**config.mk**
```make
export PLATFORM = sky130hd
export DESIGN_NAME = adder3_rr_sched
export DESIGN_NICKNAME = d
export VERILOG_FILES = /design/src/rtl/adder3_rr_sched_pkg.sv /design/src/rtl/adder3_rr_sched_adder_3in.sv /design/src/rtl/adder3_rr_sched.sv
export SDC_FILE = /design/constraint.sdc
export NUM_CORES = 1
export LEC_CHECK = 0
export CORE_UTILIZATION = 40
export DETAILED_ROUTE_END_ITERATION = 8
export PLACE_DENSITY = 0.76
export SYNTH_ARGS = -nofsm -noshare
export SYNTH_HDL_FRONTEND = slang
export SYNTH_HIERARCHICAL = 1
export SYNTH_SLANG_ARGS = --single-unit
```
**constraint.sdc**
```tcl
create_clock -name clk -period 5.3 [get_ports clk]
set_clock_uncertainty 0.1 [all_clocks]
set_input_delay 1.325 -clock clk [delete_from_list [all_inputs] [get_ports clk]]
set_output_delay 1.325 -clock clk [all_outputs]
set_load 0.03 [all_outputs]
```
**src/rtl/adder3_rr_sched_pkg.sv**
```systemverilog
// adder3_rr_sched_pkg
// Constants and helpers shared by the adder3_rr_sched scheduler and its
// sub-module.
//   FIFO_DEPTH  number of result slots buffered ahead of the consumer
//   idWidth()   width of a requester index, never narrower than one bit
package adder3_rr_sched_pkg;

  localparam int FIFO_DEPTH = 2;

  function automatic int idWidth(input int n);
    if (n <= 1) return 1;
    return $clog2(n);
  endfunction

endpackage

```
**src/rtl/adder3_rr_sched_adder_3in.sv**
```systemverilog
// adder_3in
// Registered three-input unsigned adder with one cycle of latency and no reset.
// The result wraps modulo 2^SUM_WIDTH. Operands wider than the sum can be
// truncated before adding because only the low SUM_WIDTH bits survive anyway.
// Ports:
//   clk_i  clock
//   a_i    operand a, OP_WIDTH bits
//   b_i    operand b, OP_WIDTH bits
//   c_i    operand c, OP_WIDTH bits
//   sum_o  registered (a+b+c) mod 2^SUM_WIDTH
module adder_3in #(
  parameter int OP_WIDTH  = 18,
  parameter int SUM_WIDTH = 20
) (
  input  logic                 clk_i,
  input  logic [OP_WIDTH-1:0]  a_i,
  input  logic [OP_WIDTH-1:0]  b_i,
  input  logic [OP_WIDTH-1:0]  c_i,
  output logic [SUM_WIDTH-1:0] sum_o
);

  logic [SUM_WIDTH-1:0] sum_d;
  logic [SUM_WIDTH-1:0] sum_q;

  assign sum_d = SUM_WIDTH'(a_i) + SUM_WIDTH'(b_i) + SUM_WIDTH'(c_i);

  // The owner qualifies this output with its own valid bit, so no reset.
  always_ff @(posedge clk_i) begin
    sum_q <= sum_d;
  end

  assign sum_o = sum_q;

endmodule

```
**src/rtl/adder3_rr_sched.sv**
```systemverilog
// adder3_rr_sched
// Shares one registered 3-input adder among NREQ requesters. A round-robin
// arbiter grants at most one requester per cycle, the granted operands go
// through the adder, and the sums queue in a small FIFO in acceptance order.
// A grant is only given when a FIFO slot is guaranteed for the result.
// Ports:
//   clk, rst             clock, asynchronous active-high reset
//   req_valid/req_ready  per-requester handshake (ready is one-hot or zero)
//   req_a/req_b/req_c    packed operands, requester i at [i*OP_WIDTH +: OP_WIDTH]
//   res_valid/res_ready  result handshake
//   res_sum/res_id       result value and index of the issuing requester
//   idle                 nothing requested, in flight or buffered
module adder3_rr_sched
  import adder3_rr_sched_pkg::*;
#(
  parameter int NREQ      = 4,
  parameter int OP_WIDTH  = 18,
  parameter int SUM_WIDTH = 20,
  localparam int ID_WIDTH = idWidth(NREQ)
) (
  input  logic                     clk,
  input  logic                     rst,
  input  logic [NREQ-1:0]          req_valid,
  output logic [NREQ-1:0]          req_ready,
  input  logic [NREQ*OP_WIDTH-1:0] req_a,
  input  logic [NREQ*OP_WIDTH-1:0] req_b,
  input  logic [NREQ*OP_WIDTH-1:0] req_c,
  output logic                     res_valid,
  input  logic                     res_ready,
  output logic [SUM_WIDTH-1:0]     res_sum,
  output logic [ID_WIDTH-1:0]      res_id,
  output logic                     idle
);

  localparam int PTR_W = (FIFO_DEPTH <= 2) ? 1 : $clog2(FIFO_DEPTH);
  localparam int CNT_W = $clog2(FIFO_DEPTH + 1);

  logic [ID_WIDTH-1:0]  rrPtr_q;
  logic [ID_WIDTH-1:0]  rrPtr_d;
  logic                 pipeValid_q;
  logic [ID_WIDTH-1:0]  pipeId_q;
  logic [SUM_WIDTH-1:0] fifoSum_q [FIFO_DEPTH];
  logic [ID_WIDTH-1:0]  fifoId_q  [FIFO_DEPTH];
  logic [PTR_W-1:0]     wrPtr_q;
  logic [PTR_W-1:0]     rdPtr_q;
  logic [CNT_W-1:0]     fifoCount_q;
  logic [CNT_W-1:0]     fifoCount_d;

  logic                 found;
  logic [ID_WIDTH-1:0]  winner;
  logic                 pop;
  logic                 push;
  logic                 creditOk;
  logic                 handshake;
  logic [CNT_W:0]       usedSlots;
  logic [CNT_W:0]       freeLimit;
  logic [OP_WIDTH-1:0]  opA;
  logic [OP_WIDTH-1:0]  opB;
  logic [OP_WIDTH-1:0]  opC;
  logic [SUM_WIDTH-1:0] adderSum;

  assign pop  = res_valid & res_ready;
  assign push = pipeValid_q;

  // Every accepted op that has not yet been popped owns a slot: either it is
  // in the adder register or it sits in the FIFO. A pop this cycle frees one.
  assign usedSlots = {1'b0, fifoCount_q} + {{CNT_W{1'b0}}, pipeValid_q};
  assign freeLimit = (CNT_W + 1)'(FIFO_DEPTH) + {{CNT_W{1'b0}}, pop};
  assign creditOk  = usedSlots < freeLimit;

  // Round-robin search starting at rrPtr_q, wrapping modulo NREQ.
  always_comb begin
    int idx;
    found  = 1'b0;
    winner = '0;
    idx    = 0;
    for (int k = 0; k < NREQ; k++) begin
      idx = int'(rrPtr_q) + k;
      if (idx >= NREQ) idx = idx - NREQ;
      if (!found && req_valid[idx]) begin
        found  = 1'b1;
        winner = ID_WIDTH'(idx);
      end
    end
  end

  assign req_ready = (!rst && found && creditOk) ? (NREQ'(1) << winner) : '0;
  assign handshake = |(req_valid & req_ready);

  assign opA = req_a[int'(winner)*OP_WIDTH +: OP_WIDTH];
  assign opB = req_b[int'(winner)*OP_WIDTH +: OP_WIDTH];
  assign opC = req_c[int'(winner)*OP_WIDTH +: OP_WIDTH];

  adder_3in #(
    .OP_WIDTH  (OP_WIDTH),
    .SUM_WIDTH (SUM_WIDTH)
  ) u_adder (
    .clk_i (clk),
    .a_i   (opA),
    .b_i   (opB),
    .c_i   (opC),
    .sum_o (adderSum)
  );

  assign rrPtr_d = !handshake ? rrPtr_q :
                   (winner == ID_WIDTH'(NREQ - 1)) ? '0 : winner + 1'b1;

  always_comb begin
    fifoCount_d = fifoCount_q;
    if (push && !pop) fifoCount_d = fifoCount_q + 1'b1;
    else if (!push && pop) fifoCount_d = fifoCount_q - 1'b1;
  end

  // Arbiter pointer and the in-flight tag that travels alongside the adder.
  always_ff @(posedge clk or posedge rst) begin
    if (rst) begin
      rrPtr_q     <= '0;
      pipeValid_q <= 1'b0;
      pipeId_q    <= '0;
    end else begin
      rrPtr_q     <= rrPtr_d;
      pipeValid_q <= handshake;
      pipeId_q    <= winner;
    end
  end

  // Result FIFO. Storage is reset so the outputs read zero during reset.
  always_ff @(posedge clk or posedge rst) begin
    if (rst) begin
      for (int i = 0; i < FIFO_DEPTH; i++) begin
        fifoSum_q[i] <= '0;
        fifoId_q[i]  <= '0;
      end
      wrPtr_q     <= '0;
      rdPtr_q     <= '0;
      fifoCount_q <= '0;
    end else begin
      if (push) begin
        fifoSum_q[wrPtr_q] <= adderSum;
        fifoId_q[wrPtr_q]  <= pipeId_q;
        wrPtr_q            <= wrPtr_q + 1'b1;
      end
      if (pop) rdPtr_q <= rdPtr_q + 1'b1;
      fifoCount_q <= fifoCount_d;
    end
  end

  assign res_valid = (fifoCount_q != '0);
  assign res_sum   = fifoSum_q[rdPtr_q];
  assign res_id    = fifoId_q[rdPtr_q];
  assign idle      = rst | (~|req_valid & ~pipeValid_q & (fifoCount_q == '0));

endmodule
```
## Word level (Yosys, flattened, before mapping)

Index checks and enable logic that the tools add are counted.
Widths: inputs -> output; s select.

| word-level totals | value |
|---|---|
| bits in registers | 73 |
| latch bits | 0 |
| bits in writable memories | 0 |
| ROM bits | 0 |
| bits of input ports | 223 |
| output and inout bits | 28 |
| word-level logic and storage cells | 113 |
| memories kept | 0 |

| operators by class | value |
|---|---|
| add/subtract/negate cells | 16 |
| multiply operators | 1 |
| divide/modulo/power cells | 0 |
| order comparisons | 12 |
| equality and inequality tests | 1 |
| shift-type cells | 4 |
| muxes and demuxes | 40 |
| bitwise gates (word level) | 8 |
| reductions and logical operators | 20 |

Operators by type and width:

| operator | count |
|---|---|
| $shiftx 72x32->18 | 2 |
| $lt 32x4->1 const B | 4 |
| $mux 32 | 4 |
| $mux 20 | 4 |
| $shiftx 72x8->18 | 1 |
| $bwmux 40 | 1 |
| $mux 2 | 11 |
| $add 20x18->20 | 1 |
| $demux 20 s1 | 1 |
| $add 18x18->19 | 1 |
| $mux 1 | 12 |
| $sub 3x3->4 const B | 3 |
| $ge 3x3->1 const B | 3 |
| $bmux 1 s2 | 4 |
| $logic_and 1x1->1 | 8 |
| $reduce_or 4->1 | 2 |
| $logic_not 1->1 | 7 |
| $add 2x2->3 const B | 2 |
| $mul 2x4->6 const B | 1 |
| $add 2x1->2 const B | 2 |
| $and 4x4->4 | 1 |
| $bwmux 4 | 1 |
| $ge 2x2->1 const B | 2 |
| $mux 4 | 1 |
| 18 further kinds | 23 |

## Logic depth before layout (Yosys ltp)

Gate-level depths: netlist of the first run.

| logic depth | value |
|---|---|
| depth in word-level cells | 20 |
| mapped depth | 19 |
| mapped depth without buffers | 16 |

## Modules after synthesis

Netlist of the first run, hierarchy kept.

Modules (own cells, without submodules):

| module | times used | cells each | area each (um^2) | sequential area each (um^2) |
|---|---|---|---|---|
| adder3_rr_sched | 1 | 398 | 4,311.6 | 1,326.3 |
| adder_3in | 1 | 178 | 1,759.2 | 400.4 |

## Worst setup path before layout of the first run

No wires, ideal clock.

| timing path | value |
|---|---|
| path type | input to register |
| from | input port req_valid[1] |
| to | register u_adder.sum_q[15] (netlist: u_adder/sum_o[15]) |
| setup time | 0.126 ns |
| arrival | 4.351 ns |
| required time | 5.074 ns |
| slack | 0.723 ns |
| cell stages on the path | 16 |
| path buffers | 3 |
| path through | nand3b_2 a2bb2oi_2 buf_6 buf_12 buf_12 mux2i_1 mux2i_1 fa_1 ha_1 inv_1 fa_1 nor2b_1 o2111ai_2 a21boi_1 a211oi_1 xnor2_1 |

| between the ends | value |
|---|---|
| word-level cells in the longest chain between the ends | 17 |
| elaborated cells on any way between the ends | 31 |
| classes of those cells | 2 x add/sub; 1 x mul; 3 x shift; 19 x mux; 6 x reduce/logical |

RTL lines:

| what | line | text |
|---|---|---|
| start, declared | adder3_rr_sched.sv:23 | `input logic [NREQ-1:0] req_valid,` |
| $bmux 1 s2 | adder3_rr_sched.sv:80 | `if (!found && req_valid[idx]) begin` |
| $mux 1 (not written as such) (2 in a row) | adder3_rr_sched.sv:80 |  |
| $mux 1 | adder3_rr_sched.sv:80 |  |
| $logic_not 1->1 | adder3_rr_sched.sv:80 |  |
| $logic_and 1x1->1 | adder3_rr_sched.sv:80 |  |
| $mux 1 | adder3_rr_sched.sv:80 |  |
| $logic_not 1->1 | adder3_rr_sched.sv:80 |  |
| $logic_and 1x1->1 | adder3_rr_sched.sv:80 |  |
| [2 not listed] | - |  |
| $logic_and 1x1->1 | adder3_rr_sched.sv:80 |  |
| $mux 2 * | adder3_rr_sched.sv:80 |  |
| $mul 2x4->6 * | adder3_rr_sched.sv:90 | `assign opA = req_a[int'(winner)*OP_WIDTH +: OP_WIDTH];` |
| $shiftx 72x32->18 * | adder3_rr_sched.sv:90 |  |
| net opA[1] | adder3_rr_sched.sv:57 | `logic [OP_WIDTH-1:0] opA;` |
| $add 18x18->19 * | adder3_rr_sched_adder_3in.sv:25 | `assign sum_d = SUM_WIDTH'(a_i) + SUM_WIDTH'(b_i) + SUM_WIDTH'(c_i);` |
| $add 20x18->20 * | adder3_rr_sched_adder_3in.sv:25 |  |
| net u_adder.sum_d[15] | adder3_rr_sched_adder_3in.sv:22 | `logic [SUM_WIDTH-1:0] sum_d;` |
| end signal, assigned | adder3_rr_sched_adder_3in.sv:29 | `sum_q <= sum_d;` |
| end, declared | adder3_rr_sched_adder_3in.sv:23 | `logic [SUM_WIDTH-1:0] sum_q;` |

Mark *: on every way through the listed nets, which the timed path passes. The rest lies on a longest branch. The select of a mux whose other input is x is not followed.
A chain may end at the register's enable or synchronous reset.

## Worst setup path in the final report of the first run

| timing path | value |
|---|---|
| from | input port req_valid[2] |
| to | output port req_ready[2] |

| between the ends | value |
|---|---|
| word-level cells in the longest chain between the ends | 16 |
| elaborated cells on any way between the ends | 30 |
| classes of those cells | 1 x shift; 21 x mux; 8 x reduce/logical |

RTL lines:

| what | line | text |
|---|---|---|
| $bmux 1 s2 | adder3_rr_sched.sv:80 |  |
| $mux 1 (not written as such) (2 in a row) | adder3_rr_sched.sv:80 |  |
| $mux 1 | adder3_rr_sched.sv:80 |  |
| $logic_not 1->1 | adder3_rr_sched.sv:80 |  |
| $logic_and 1x1->1 | adder3_rr_sched.sv:80 |  |
| $mux 1 | adder3_rr_sched.sv:80 |  |
| $logic_not 1->1 | adder3_rr_sched.sv:80 |  |
| $logic_and 1x1->1 | adder3_rr_sched.sv:80 |  |
| $mux 1 | adder3_rr_sched.sv:80 |  |
| $logic_not 1->1 | adder3_rr_sched.sv:80 |  |
| $logic_and 1x1->1 | adder3_rr_sched.sv:80 |  |
| $mux 1 | adder3_rr_sched.sv:80 |  |
| $logic_and 1x1->1 (2 in a row) | adder3_rr_sched.sv:87 | `assign req_ready = (!rst && found && creditOk) ? (NREQ'(1) << winner) : '0;` |
| $mux 4 * | adder3_rr_sched.sv:87 |  |
| end, declared | adder3_rr_sched.sv:24 | `output logic [NREQ-1:0] req_ready,` |

Every way passes the cells marked *; elsewhere a longest branch is shown, timed or not. The select of a mux whose other input is x is not followed.

==> results.md, run 1 <==
- Routability-driven placement finished with a final weighted congestion of ~0.85.
- Derived from the worst setup path, the maximum achievable clock frequency is 195.4 MHz.
- The routed design has 17520 um of wire.
- The flow ran to the end, and the final reports show no timing, DRC or antenna violations.
- For the pin with the worst max-slew slack, the measured transition is 0.9775 ns.
- The share of flip-flops with an asynchronous set or reset after synthesis is 0.7260.
- The total global-route track usage is 0.2239.
- Synthesis handed over a netlist of 576 instances.
- The power per cell area is 753.9 nW/um2.
- The number of top-level pins is 251.
- In the final layout, the multi-input gates occupy 4035 um2.
- The first global-routing pass estimated between 20000 and 30000 um of wire.
- The portion of the post-synthesis area used by sequential elements is 0.2844.
- For this design the total switching power over the nets is around 3.2 mW.
- The clock tree buffer depth is 2.
- Of the total power, registers draw 0.158.
- The proportion of power drawn by the clock network is 0.085.
- The capture point of the worst reg-to-reg path is u_adder/sum_o[18].
- Yosys printed 6 warnings.
- Counting cells, the worst reg-to-reg path comes to 14.
- Of the total power, the share spent switching nets is 0.4577.
- The tree is rooted in a clkbuf_16.
- The total chip power is 6.917 mW.
- The number of antenna violations at the first check in global routing came to 0.
- The startpoint identified for the worst hold timing path is u_adder/sum_o[14].
- The placement row count is 44.
- By area the synthesized netlist is led by mux2i_1 27%, dfrtp_1 22%, mux2_2 8.2%.
- The first-pass iteration count of the detailed router is 7.
- From left edge to right edge, the die measures between 100 and 150 um.
- The cell total after placement is about 1000.
- For this run the aggregate overflow at the end of global routing stands at 0.
- The die area is 15670 um2.
- Tracing the worst setup path back leads to its startpoint at req_valid[2].
- The launching element type of the critical path is an input port.
- The internal portion of the total power is 3.751 mW.
- Entering global routing, the biggest net connects 54 pins.
- The relative slew slack is 0.3467.
- The die span in y is approximately 130 um.
- The power share of the combinational group is 0.757.
- In the synthesized netlist, the cells that appear most often are 164 x mux2i_1, 79 x nand2_1, 53 x dfrtp_1, 44 x mux2_2, 21 x ha_1.
- The worst setup path is of the in -> out kind.
- The max-slew violation count was 0.
- The data arrival time of the worst path is ~3.7 ns.
- The leakage power summed over all cells is 4.182 nW.
- The maximum vdd ir drop is 392.3 uV.
- The ratio of final minimum period to clock period is 0.9654.
- The area of all placed cells without fillers is 9174 um2.
- The starting DRC count in detailed routing is 231.
- The number of buffers inserted during clock tree synthesis is 9.
- The destination of the worst hold path is fifoSum_q[34].
- The worst setup path is captured at an output pin.
- The net count after synthesis is 839.
- The floorplan core area is between 10000 and 15000 um2.
- The total DRC errors in the routed layout is 0.
- The sequential cell area is 1727 um2.
- After legalization and detailed placement, the total HPWL measured 14700 um.
- The total of buffers placed on input and output ports is 250.
- For this run, the leading register cell type out of synthesis is dfrtp_1.
- The number of setup buffers added after CTS is 0.
- The number of diodes is 0.
- The largest total area in the synthesized netlist belongs to mux2i_1.
- The clock insertion delay at the later pin of the skew report is 0.32 ns.
- Dividing the detail-routed wire length by the instance count gives around 17 um.
- Max-cap violations in this run came to 0.
- The share of synthesized area in the top cell type comes to 0.2704.
- The tree built by TritonCTS fans out to 73 sinks.
- Gates resized during post-CTS repair numbered 0.
- Excluding fillers, the count of instances in the completed layout stands at roughly 1000.
- The flip-flop and latch count after synthesis is 73.
- The cell area after synthesis is 6071 um2.
- The number of filler instances in the final layout is 1195.
- The worst register-to-register path has a setup slack of 1.20 ns.
- The worst hold path class is reg -> reg.
- The count of H-tree levels built during CTS is 3.
- The standard cell area after detailed placement is 8853 um2.
- Setup repair after global routing left no endpoint under its margin.
- Across all setup checks in the final design, the least slack found is 0.1833 ns.
- The maximum fanout along the worst path is 6.
- Data on the critical path is required at its endpoint by 3.88 ns.
- Timing analysis after detailed placement gives a worst setup slack of -0.1625 ns.
- The number of distinct library cells after synthesis is 60.
- Across all layers, the routed design uses 5347 vias.
- The number of failing hold endpoints at the final stage is 0.
- The number of global-route vias before repair is between 5000 and 6000.
- In the final layout, the share of cells above drive strength 1 is 0.1403.
- The net count of the finished layout is 1106.
- Dividing the detail-routed via count by the number of cells gives 5.181.
- The launch instance of the worst register-to-register path is rrPtr_q[1].
- The number of enable-type register cells in the synthesized netlist is 0.
- The TritonCTS clock tree is yes.
- The count of nets left with antenna violations once routing finished came out at 0.
- The worst hold path was traced through 2 stages.
- For this configuration, the core starts out at a cell density of 0.4146.
- For this design, the CTS-stage hold fixing added 0 buffers.
- Yosys instantiated no cell more often than mux2i_1.
- The clock slew seen by the registers of the worst setup and hold paths is 0.06 ns.
- The mean instance size in the synthesized netlist is 10.54 um2.
- The synthesis-to-finish area growth is 51.11%.
- The clock period minus final worst setup slack is 5.117 ns.
- The number of setup violations in the final report is 0.
flip-flops by register name (all words and copies together) (netlist names):
| signal | flops |
|---|---|
| fifoSum_q | 40 |
| u_adder/sum_o | 20 |
| fifoId_q | 4 |
| fifoCount_q | 2 |
| pipeId_q | 2 |
| rrPtr_q | 2 |
| pipeValid_q | 1 |
| rdPtr_q | 1 |
| wrPtr_q | 1 |
worst max-delay path by stage:
stage	end	cells past startpoint
final	req_ready[2]	8
after global routing	u_adder/sum_o[11]	19
after CTS	u_adder/sum_o[18]	14
after detailed placement	u_adder/sum_o[18]	14
after global placement	u_adder/sum_o[18]	14
after floorplan	u_adder/sum_o[15]	16
logic make-up after synthesis:
kind of cell | after synthesis | synth area share
AOI/OAI and AO/OA | 63 | 0.07956
xor gates and xnor gates | 15 | 0.02164
adders and majority gates | 40 | 0.1059
and+or+nand+nor | 131 | 0.1006
buffers and inverters | 46 | 0.05585
DFF | 73 | 0.2844
muxes | 208 | 0.3520
per-stage QoR:
step                hold slack [ns]  setup TNS, ns  utilization
finish                       0.3351              0       0.6265
CTS                          0.3410              0       0.6249
floorplan                    0.3101              0            -
detailed placement           0.3289        -0.3967       0.6046
global placement             0.3159       -0.07036       0.6046
global route                 0.3497              0       0.6265
power groups by stage:
stage          sequential (mW)  combinational [mW]  clock [mW]
6_report                  1.10                5.23       0.587
5_1_grt                   1.14                5.75       0.618
4_1_cts                   1.10                5.19       0.598
3_5_place_dp              1.10                5.16           0
3_3_place_gp              1.08                5.02           0
2_1_floorplan             1.01                3.75           0
layout make-up:
cell class,instances,area share
Inverter,16,0.006547
Multi-Input combinational cell,457,0.4399
Sequential cell,73,0.1882
Clock buffer,10,0.02496
Clock inverter,6,0.007501
Timing Repair Buffer,286,0.3078
Tap cell,184,0.02510
cell usage in the layout, fill, tap and decap left out, types with 2 or more instances in the layout:
master,n
mux2i_1,162
o21bai_1,3
a311oi_1,2
ha_1,20
a211oi_1,5
a21oi_1,15
and2_1,2
and3_1,5
inv_2,2
a21oi_2,3
nor2_1,14
nand2b_1,3
nor2b_1,2
buf_12,4
mux2_2,44
dfrtp_1,53
xor2_1,6
mux2i_2,2
clkdlybuf4s50_1,249
nand3_1,4
clkbuf_16,9
o21a_1,3
buf_4,32
dfxtp_1,20
o21ai_0,6
and4_1,2
xnor2_1,9
o21ai_1,2
fa_1,19
or4_1,3
o211ai_1,3
nand2_1,79
inv_1,14
nor3_1,7
clkinvlp_4,4
a21o_1,6
worst max-delay path, stage by stage:
cell and delay (ns):
clkdlybuf4s50_1 0.61, nor3b_1 0.40, nor3_4 0.10, buf_4 0.16
inv_1 0.11, ha_1 0.17, and2_1 0.14, clkdlybuf4s50_1 0.68
routing by layer:
layer  global-route usage  part of all wire  up-vias
met5                    0                 0        -
met4              0.09397             0.028        0
met3              0.02482             0.042       30
met2               0.4128              0.53      179
met1               0.2629              0.40     2540
li1                     -                 -     2598
No activity file was read; power rests on OpenSTA's default activity.
==> run 2: changes to the inputs <==
--- a/config.mk
+++ b/config.mk
@@ -6,8 +6,10 @@
 export NUM_CORES = 1
 export LEC_CHECK = 0
 export CORE_UTILIZATION = 40
+export CTS_CLUSTER_SIZE = 20
 export DETAILED_ROUTE_END_ITERATION = 8
 export PLACE_DENSITY = 0.76
+export REMOVE_ABC_BUFFERS = 1
 export SYNTH_ARGS = -nofsm -noshare
 export SYNTH_HDL_FRONTEND = slang
 export SYNTH_HIERARCHICAL = 1
==> run 2 against run 1 <==
The run now ends with design-rule violations left. Global-route usage down 2.3 points. Wire length down 13%. Count of clock-buffer cells in the layout unchanged. Register-to-register slack better by 0.07 ns. Critical path type is now in -> reg. Worst setup slack better by 0.044 ns. Utilization down 0.62 points. Fmax up 0.87%.
==> results.md, run 2 (synthesized netlist as in run 1, its figures left out) <==
- The run finished, with violations left.
- The checks that failed: design-rule violations.
- The multi-input logic area is 4024 um2 (-0.28%).
- The post-route antenna net violation count is 0 (unchanged).
- The total of buffers placed on input and output ports is 250 (unchanged).
- The CTS sink count is 73 (unchanged).
- The final wirelength is 15170 um (-13%).
- The data arrival time of the worst path was 5.17 ns (+1.48 ns).
- The via count is 5216 (-2.4%).
- The nature of the critical path endpoint is a flop.
- The clock insertion delay at the later pin of the skew report came to 0.33 ns (about the same).
- The signal on the critical path passes through clkdlybuf4s50_1 > nand3b_2 > a2bb2oi_4 > buf_12 > buf_12 > mux2i_1 > mux2i_1 > fa_1 > ha_1 > a211oi_1 > o211ai_2 > a311oi_1 > o21bai_1 > xor2_1.
- Among cell families on the critical path, the largest total delay comes from compound AO/OA/AOI/OAI gates.
- The die area came to 15670 um2 (unchanged).
- The number of setup violations in the final report is 0 (unchanged).
- The total of max-cap violations is 0 (unchanged).
- Setup repair after global routing left no endpoint under its margin.
- The worst stage delay on the critical path came to 0.48 ns (-0.20 ns).
- The first-pass iteration count of the detailed router was 8 (+1).
- The setup path with the least slack is of type in -> reg.
- The sum of met3 wire segment lengths after detailed routing was 713 um (-2.9%).
- The TritonCTS clock tree is yes.
- The initial core utilization was 0.4146 (unchanged).
- The final-layout setup total negative slack is 0 ns (unchanged).
- The number of filler instances in the final layout is 1177 (-1.5%).
- The worst endpoint required time is 5.39 ns (+1.51 ns).
- The number of flip-flops in the largest register is 40 (unchanged).
- The placed wire-length estimate after detailed placement is 12380 um (-16%).
- The total global-route track usage is 0.2006 (-0.02331).
- The maximum vdd ir drop is 312.5 uV (-20%).
- The global route total overflow is 0 (unchanged).
- The layout cell share with drive strength beyond 1 is 0.1211 (-0.01923).
- The total DRC errors in the routed layout came to 14 (+14).
- Leaving out fill and tap cells, the most frequent cells in the layout are 250 x clkdlybuf4s50_1, 164 x mux2i_1, 79 x nand2_1.
- The synthesis-to-finish area growth is 49.63%.
- The count of H-tree levels built during CTS was 3 (unchanged).
- The final weighted congestion of routability-driven global placement is 0.8280 (-2.2%).
- The hold-fix buffer count after cts is 0 (unchanged).
- The pin count of the biggest net entering global routing is 54 (unchanged).
- More flip-flops sit in one register than any other, and that register is fifoSum_q.
- The power per cell area is 744.6 nW/um2 (-1.2%).
- The wire length per cell after detailed routing is 14.90 um (-12%).
- The area of all placed cells without fillers is 9084 um2 (-0.98%).
- The mean number of vias per cell is 5.124 (-1.1%).
- The worst-case setup margin in the final layout is 0.2275 ns (+0.04425 ns).
- The number of standard cells in the layout, taps in and fillers out was 1018 (-1.4%).
- The worst-case setup slack after placement is -0.1648 ns (-0.002295 ns).
- The cell total after placement is 1002 (-1.4%).
- The relative slew slack came to 0.3071 (-0.03968).
- The clock period minus final worst setup slack was 5.072 ns (-0.04424 ns).
- The slowest cell on the critical path is clkdlybuf4s50_1.
- The number of buffers inserted during clock tree synthesis is 9 (unchanged).
- The sequential cell area is 1727 um2 (unchanged).
- The top routing layer in use is met4.
- The ratio of final minimum period to clock period is 0.9571 (-0.008348).
- The max-slew violation count is 0 (unchanged).
- The floorplan core area is 14640 um2 (unchanged).
- The count of buffering cells on the critical path with inverters included came to 3 (-1).
- The met1 wire length was 6141 um (-13%).
- The measured slew at the worst slew-check pin was 1.037 ns (+0.05938 ns).
- The standard cell area after detailed placement came to 8753 um2 (-1.1%).
- The horizontal extent of the die is 125.2 um (unchanged).
- The number of top-level pins came to 251 (unchanged).
- The clock slew seen by the registers of the worst setup and hold paths came to 0.06 ns (about the same).
- The wire length on met2 is 8115 um (-12%).
- The number of failing hold endpoints at the final stage came to 0 (unchanged).
- The die span in y is 125.2 um (unchanged).
- The starting DRC count in detailed routing is 181 (-22%).
- The number of antenna violations at the first check in global routing is 0 (unchanged).
- The clock root buffer master is clkbuf_16.
- The number of diodes was 0 (unchanged).
- The leakage power summed over all cells was 4.135 nW (-1.1%).
- The commonest non-fill, non-tap cell in the layout is clkdlybuf4s50_1.
- The launching element type of the critical path is an input port.
- The post-layout net count is 1092 (-1.3%).
- The maximum fanout along the worst path is 27 (+21).
- The worst hold path class is reg -> reg.
- The placement row count came to 44 (unchanged).
- The clock tree buffer depth came to 2 (unchanged).
- The number of global-route vias before repair is 5679 (-0.87%).
- The peak clock frequency supported by timing is 197.1 MHz (+0.87%).
- The wire length of the first global-routing pass is 25900 um (-7.9%).
==> run 2: what timing repair did <==
action / CTS / global route
gates resized for setup: 0 / 2
buffers inserted: 0 / 0
setup endpoints to repair: 0 / 4
==> run 2: final cells by class <==
class	count	share of cell area
multi-input cells	457	0.4430
repair buffers	272	0.2996
flip-flops and latches	73	0.1901
well taps	184	0.02534
clock buffers	10	0.02521
clock inverters	6	0.01019
inverters	16	0.006612
==> run 2: stage by stage <==
stage / util / hold WS, ns / power [mW]
after floorplan: - / 0.3101 / 4.754
after global placement: 0.5977 / 0.3179 / 5.968
after detailed placement: 0.5977 / 0.3238 / 6.105
after CTS: 0.6197 / 0.3315 / 6.777
after global routing: 0.6203 / 0.3476 / 7.356
final: 0.6203 / 0.3266 / 6.764
==> run 2: path summary, 6_finish.rpt <==
kind                       slack [ns]  cells after the start                 to              from
max                              0.23                     14  u_adder/sum_o[12]      req_valid[1]
min                              0.33                      2      fifoSum_q[23]  u_adder/sum_o[3]
max reg2reg                      1.27                     13  u_adder/sum_o[12]        rrPtr_q[1]
min reg2reg                      0.33                      2      fifoSum_q[23]  u_adder/sum_o[3]
max in group asynchronous        3.20                      3      fifoSum_q[20]               rst
min in group asynchronous        1.44                      3     fifoCount_q[0]               rst
==> run 2: report_power, final <==
| part | switching, mW | internal [mW] | total, mW |
|---|---|---|---|
| clock network | 0.224 | 0.413 | 0.637 |
| registers | 0.187 | 0.891 | 1.08 |
| logic | 2.67 | 2.38 | 5.05 |
==> run 2: worst min-delay path, stage by stage (launching register included) <==
cell	delay [ns]
dfxtp_1	0.30
nand2_1	0.05
nand2_1	0.04
==> run 2: routing by layer <==
layer	vias up	track usage
li1	2576	-
met1	2451	0.2224
met3	18	0.03680
met2	171	0.3930
met4	0	0.04376
met5	-	0
